[config.mk]
export PLATFORM = sky130hd
export DESIGN_NAME = divisor_frecuencia_prog
export DESIGN_NICKNAME = d
export VERILOG_FILES = /design/src/rtl/divisor_frecuencia_prog.sv
export SDC_FILE = /design/constraint.sdc
export NUM_CORES = 1
export LEC_CHECK = 0
export CAP_MARGIN = 10
export CELL_PAD_IN_SITES_DETAIL_PLACEMENT = 0
export CELL_PAD_IN_SITES_GLOBAL_PLACEMENT = 1
export CORE_MARGIN = 2
export CORE_UTILIZATION = 42
export DETAILED_ROUTE_END_ITERATION = 16
export PLACE_DENSITY_LB_ADDON = 0.1
export SLEW_MARGIN = 20
export SYNTH_ARGS = -nofsm -noshare
export SYNTH_HDL_FRONTEND = slang
export SYNTH_SLANG_ARGS = --single-unit
export TNS_END_PERCENT = 5
[constraint.sdc]
create_clock -name reloj -period 2.9 [get_ports reloj]
set_input_delay 0.29 -clock reloj [delete_from_list [all_inputs] [get_ports reloj]]
set_output_delay 0.29 -clock reloj [all_outputs]
set_load 0.02 [all_outputs]
[src/rtl/divisor_frecuencia_prog.sv]
// Programmable divider: square wave or one-cycle tick on reloj.
// Ports: reloj, reset, habilitar, cargar, divisor, modo -> salida, pulso.
// Optional macro DIVISOR_CUENTA_EN adds cuenta (mod-60 wraps) and minuto.
module divisor_frecuencia_prog #(
  parameter int          WIDTH       = 26,
  parameter int unsigned DIV_DEFAULT = 25000000
) (
  input  logic             reloj,
  input  logic             reset,
  input  logic             habilitar,
  input  logic             cargar,
  input  logic [WIDTH-1:0] divisor,
  input  logic             modo,
`ifdef DIVISOR_CUENTA_EN
  output logic [5:0]       cuenta,
  output logic             minuto,
`endif
  output logic             salida,
  output logic             pulso
);

  localparam logic [WIDTH-1:0] DEF = DIV_DEFAULT[WIDTH-1:0];
  localparam logic [WIDTH-1:0] UNO = WIDTH'(1);

  logic [WIDTH-1:0] d_reg;
  logic [WIDTH-1:0] cnt;
  logic             sal_q;
  logic [WIDTH-1:0] d_new;

  // zero is never stored: it behaves as D=1
  assign d_new = (divisor == '0) ? UNO : divisor;

  always_ff @(posedge reloj) begin
    if (reset) begin
      d_reg  <= DEF;
      cnt    <= DEF - UNO;
      sal_q  <= 1'b0;
      pulso  <= 1'b0;
      salida <= 1'b0;
    end else if (cargar) begin
      // a wrap coinciding with the load is dropped
      d_reg  <= d_new;
      cnt    <= d_new - UNO;
      sal_q  <= 1'b0;
      pulso  <= 1'b0;
      salida <= 1'b0;
    end else if (habilitar) begin
      if (cnt == '0) begin
        cnt    <= d_reg - UNO;
        sal_q  <= ~sal_q;
        pulso  <= 1'b1;
        salida <= modo ? 1'b1 : ~sal_q;
      end else begin
        cnt    <= cnt - UNO;
        pulso  <= 1'b0;
        salida <= modo ? 1'b0 : sal_q;
      end
    end else begin
      pulso  <= 1'b0;
      salida <= modo ? 1'b0 : sal_q;
    end
  end

`ifdef DIVISOR_CUENTA_EN
  logic wrap;
  assign wrap = habilitar & ~cargar & (cnt == '0);

  always_ff @(posedge reloj) begin
    if (reset || cargar) begin
      cuenta <= 6'd0;
      minuto <= 1'b0;
    end else if (wrap) begin
      if (cuenta == 6'd59) begin
        cuenta <= 6'd0;
        minuto <= 1'b1;
      end else begin
        cuenta <= cuenta + 6'd1;
        minuto <= 1'b0;
      end
    end else begin
      minuto <= 1'b0;
    end
  end
`endif

endmodule
Yosys cells after proc, flatten, opt, wreduce, memory -nomap -nowiden --
Index checks and enable logic that the tools add are counted.
Storage, ports and cells: register bits after elaboration 55, latch bits 0, memory bits (writable) 0, bits in read-only memories 0, input bits 31, output and inout bits 2, logic and storage cells 25, memories kept 0
Operators by class: add/subtract/negate cells 3, $mul 0, div/mod/pow operators 0, magnitude comparators 0, eq/ne operators 0, shift-type cells 0, mux-type cells 9, bitwise logic cells 2, reductions and logical operators 6
Operator list (count):
- $mux 26 | 4
- $sub 26x1->26 const B | 3
- $logic_not 26->1 | 2
- $mux 1 | 5
- $reduce_or 3->1 | 1
- $not 1->1 | 2
- $reduce_and 2->1 | 1
- $reduce_bool 2->1 | 1
- $reduce_or 2->1 | 1

Longest topological paths before layout --
depth after elaboration 4, gate-level depth with buffers 11, mapped depth without buffers 9

Worst setup path before layout --
Ideal clock, no wire load.
path type register -> register, start point register cnt[6], end point register cnt[20], library setup time 0.086 ns, arrival 2.373 ns, data required time 2.814 ns, slack 0.442 ns, stages on the path, launching flop included 11, path buffers 1, period minus slack after synthesis 2.458 ns, path through dfxtp_1 > nor4_1 > and4_1 > buf_6 > a311oi_1 > or2_2 > ha_1 > nand3_1 > or3_1 > o31a_1 > a211oi_1
On the way: cells in the longest elaborated chain, start to end 4, elaborated cells on any way between the ends 5, those cells by class add/sub (1); mux (3); reduce/logical (1)
Ends and longest elaborated chain:
- start: declaration | RTL line 26 | logic [WIDTH-1:0] cnt;
- start signal: assignment | RTL line 36 | cnt <= DEF - UNO;
- start signal: assignment | RTL line 43 | cnt <= d_new - UNO;
- start signal: assignment | RTL line 49 | cnt <= d_reg - UNO;
- $sub 26x1->26 or $logic_not 26->1 (tied branches) | RTL line 54, 48
- $mux 26 (*) | RTL line 48 | if (cnt == '0) begin
- $mux 26 (*) | RTL line 47 | end else if (habilitar) begin
- $mux 26 (*) | RTL line 40 | end else if (cargar) begin
Mark *: on every way between the ends. The rest lies on a longest branch, timed or not. The select of a mux whose other input is x is not followed. A chain may end at the register's enable or synchronous reset.

Worst setup path after layout --
start point input port divisor[11], end point register cnt[6]
On the way: cells in the longest elaborated chain, start to end 4
Ends and longest elaborated chain:
- start: declaration | RTL line 12 | input logic [WIDTH-1:0] divisor,
- $logic_not 26->1 | RTL line 31 | assign d_new = (divisor == '0) ? UNO : divisor;
- $mux 26 | RTL line 31
- $sub 26x1->26 | RTL line 43
- $mux 26 | RTL line 40
No other way between the ends.

==> impl_metrics.py <==
metrics = {
    "worst_setup_path": {
        "cp.required_ps": 3130,
        "cpLargestDelayFamily": "simple AND/OR/NAND/NOR gates",
        "worstSetupPathType": "input port to register",
        "crit_path_start_kind": "input port",
        "max_stage_delay_ps": 570,
        "critPathBufInv": 1,
        "rr_worst_depth": 9,
        "slowest_stage": "nor4_1",
        "cp_max_fo": 3,
        "path_common_cell": "a211oi_1",
        "regToRegStartpoint": "cnt[9]",
        "cp-end-kind": "register",
        "crit_arrival_ps": 3090,
        "path_cells": "clkdlybuf4s50_1 > nor4_1 > and4_1 > a211oi_1 > or2_2 > ha_1 > o311ai_1 > a211oi_1 > o32a_1 > a211oi_1",
        "r2r_end": "cnt[15]",
        "rrSetupSlack_ps": 160,
    },
    "place": {
        "dp_cells": 567,
        "hpwlAfterDp_microns": 7280,
        "routabilityCongestion": 0.847,
        "port_buffers": 32,
    },
    "routing": {
        "drt_first_iter_violations": 166,
        "viasPerCell": 5.90,
        "drc_errors": 0,
        "ant_nets": 0,
        "wl_per_cell_microns": 17.3,
        "drt-pass1-iter-count": 4,
        "wirelength_microns": 9920,
        "vias": 3394,
    },
    "run": {
        "cap_violations": 0,
    },
    "synth": {
        "async_flop_share_pct": 0,
        "synth_nets": 452,
        "syn_inst": 420,
        "synth_area_sq_um": 3200,
        "synth_edf_count": 0,
        "synth-seq-cells": 55,
        "synth_area_leaders": "dfxtp_1 34%, nand2_1 5.3%, a21oi_1 5.2%",
        "yosysTopAreaCell": "dfxtp_1",
        "avgSynthCellArea_sq_um": 7.63,
        "ys_seq_area_share_pct": 34.4,
        "yosysMostFrequentCell": "dfxtp_1",
        "yosys_most_used_dff": "dfxtp_1",
        "ys_top_cells_by_count": "55 x dfxtp_1, 45 x nand2_1, 40 x nor2_1",
        "synth_top_area_share_pct": 34.4,
        "synth_cell_types": 57,
        "ys_warn_count": 0,
    },
    "power_and_ir_drop": {
        "peakVddDrop_mv": 0.176,
        "p_int_w": 0.00114,
        "clock_power_share_pct": 26.4,
        "power.switching_w": 0.000486,
        "p_seq_share_pct": 52.1,
        "p_leak_nw": 1.44,
        "p_per_area_nw_per_um2": 410,
        "switching_share_pct": 29.9,
        "pwr-share-comb_pct": 21.5,
        "fin_total_pwr_w": 0.00163,
    },
    "finish": {
        "antenna_cells": 0,
        "final_core_util_pct": 54.2,
        "final_cell_count_no_fill": 575,
        "post_route_cells_drive_above_1_share_pct": 14.9,
        "fin_nets": 507,
        "area_growth_pct": 24.0,
    },
    "timing": {
        "setup_viol": 0,
        "tightest_slew_ps": 694,
        "finalCritPeriodShare_pct": 98.6,
        "max_slew_margin_pct": 53.5,
        "fmax_mhz": 350,
        "hold_viol": 0,
        "finalMaxSlewViolations": 0,
        "min_period_ps": 2860,
        "finalClockSkew_ps": 10.8,
        "setup_tns_ps": 0,
    },
    "floorplanning": {
        "die-area_sq_um": 8340,
        "ioPinCount": 33,
        "fp.coreArea_sq_um": 7330,
        "start_util_pct": 43.7,
        "die_w_microns": 91.3,
        "die_h_microns": 91.3,
        "std_cell_rows": 31,
    },
    "clocking": {
        "cts_htree_levels": 2,
        "cts_tree": "done",
        "ctsLongestPathBuffers": 2,
        "cts_root_buffer": "clkbuf_8",
        "ctsHoldBuffers": 0,
        "cts_buffers": 5,
        "post_cts_buffers": 0,
        "ctsResizeCount": 0,
        "worstSkewPairLatency_ps": 310,
        "clk_pin_slew_ps": 100,
        "numClockSinks": 55,
    },
    "worst_hold_path": {
        "hp-start": "reset",
        "whs_endpoint": "d_reg[9]",
        "whs_path_depth": 2,
        "hold_path.class": "input port to register",
    },
    "global_route": {
        "grt_pass1_wl_microns": 16100,
        "antenna_found_initial": 0,
        "grt_use_total_pct": 23.8,
        "grt_max_degree": 36,
        "use_met3_pct": 2.82,
        "busiest_layer": "met2",
        "grt_remaining_overflow": 0,
        "use_met2_pct": 39.4,
        "grt_util_met1_pct": 32.3,
        "grt_pass1_vias": 3257,
    },
    "outcome": {
        "status": "finished, final reports clean",
    },
}
-- placed cells by master, fill, tap and decap left out, types with 3 or more instances in the layout --
master,instances
dfxtp_1,55
nand2_1,45
buf_4,44
nor2_1,40
a21oi_1,33
clkdlybuf4s50_1,30
nor3_1,28
nor4_1,16
o21ai_0,16
a31oi_1,14
a211oi_1,11
nand2b_1,10
a311oi_1,9
o31ai_1,8
nand3_1,7
or2_2,6
o31a_1,5
o211ai_1,5
and2_1,5
a21o_1,5
xnor2_1,5
o21bai_1,5
clkbuf_8,5
inv_1,4
or3_1,4
xor2_1,4
nand4_1,3
mux2i_1,3
a311o_1,3
nor2b_1,3
-- power groups by stage --
stage	clock network (W)	logic [W]	registers (W)
global placement	0	0.000340	0.000862
global route	0.000474	0.000384	0.000854
floorplan	0	0.000210	0.000849
CTS	0.000436	0.000346	0.000845
detailed placement	0	0.000344	0.000863
finish	0.000430	0.000349	0.000848
-- how the worst max path moves through the flow --
| stage | from | endpoint | slack [ps] | cells after the start |
|---|---|---|---|---|
| floorplan | cnt[6] | cnt[20] | 440 | 10 |
| detailed placement | divisor[11] | cnt[6] | -250 | 10 |
| CTS | cnt[6] | cnt[6] | 40 | 9 |
| global placement | divisor[11] | cnt[6] | -260 | 10 |
| finish | divisor[11] | cnt[6] | 40 | 10 |
| global route | cnt[10] | cnt[23] | -2 | 10 |
-- logic make-up after synthesis --
family / synth area share (%)
DFF: 34.4
AOI/OAI and AO/OA: 28.1
xor gates and xnor gates: 2.46
and+or+nand+nor: 28.6
adders and majority gates: 0.391
muxes: 1.64
buffers and inverters: 4.41
-- per-layer routing --
metal,vias to the layer above,wire length [microns]
met5,-,0
met4,0,148
met3,13,440
met2,91,4610
met1,1614,4720
li1,1676,-
-- cell type report --
type                       instances  area (sq um)
sequential                        55          1100
tap                               99           124
inverter                           4          15.0
multi-input combinational        332          1990
timing repair buffer              77           661
fill                             708          3360
clock inverter                     1          5.00
clock buffer                       7          76.3
-- worst register-to-register path, delay by kind of cell, from the launching register on --
family          cells  cell delay, ps
compound gates      2             580
flops               1             400
buf+inv             2             310
simple gates        5            1340
-- per-stage QoR --
stage          hold WS (ps)  setup slack (ps)  instance area, sq um
6_report                424              39.8                  3970
5_1_grt                 428             -2.00                  3970
4_1_cts                 421              41.5                  3940
3_5_place_dp            461              -252                  3860
3_3_place_gp            457              -263                  3860
2_1_floorplan           393               442                  3200
(Power assumes the default switching activity.)
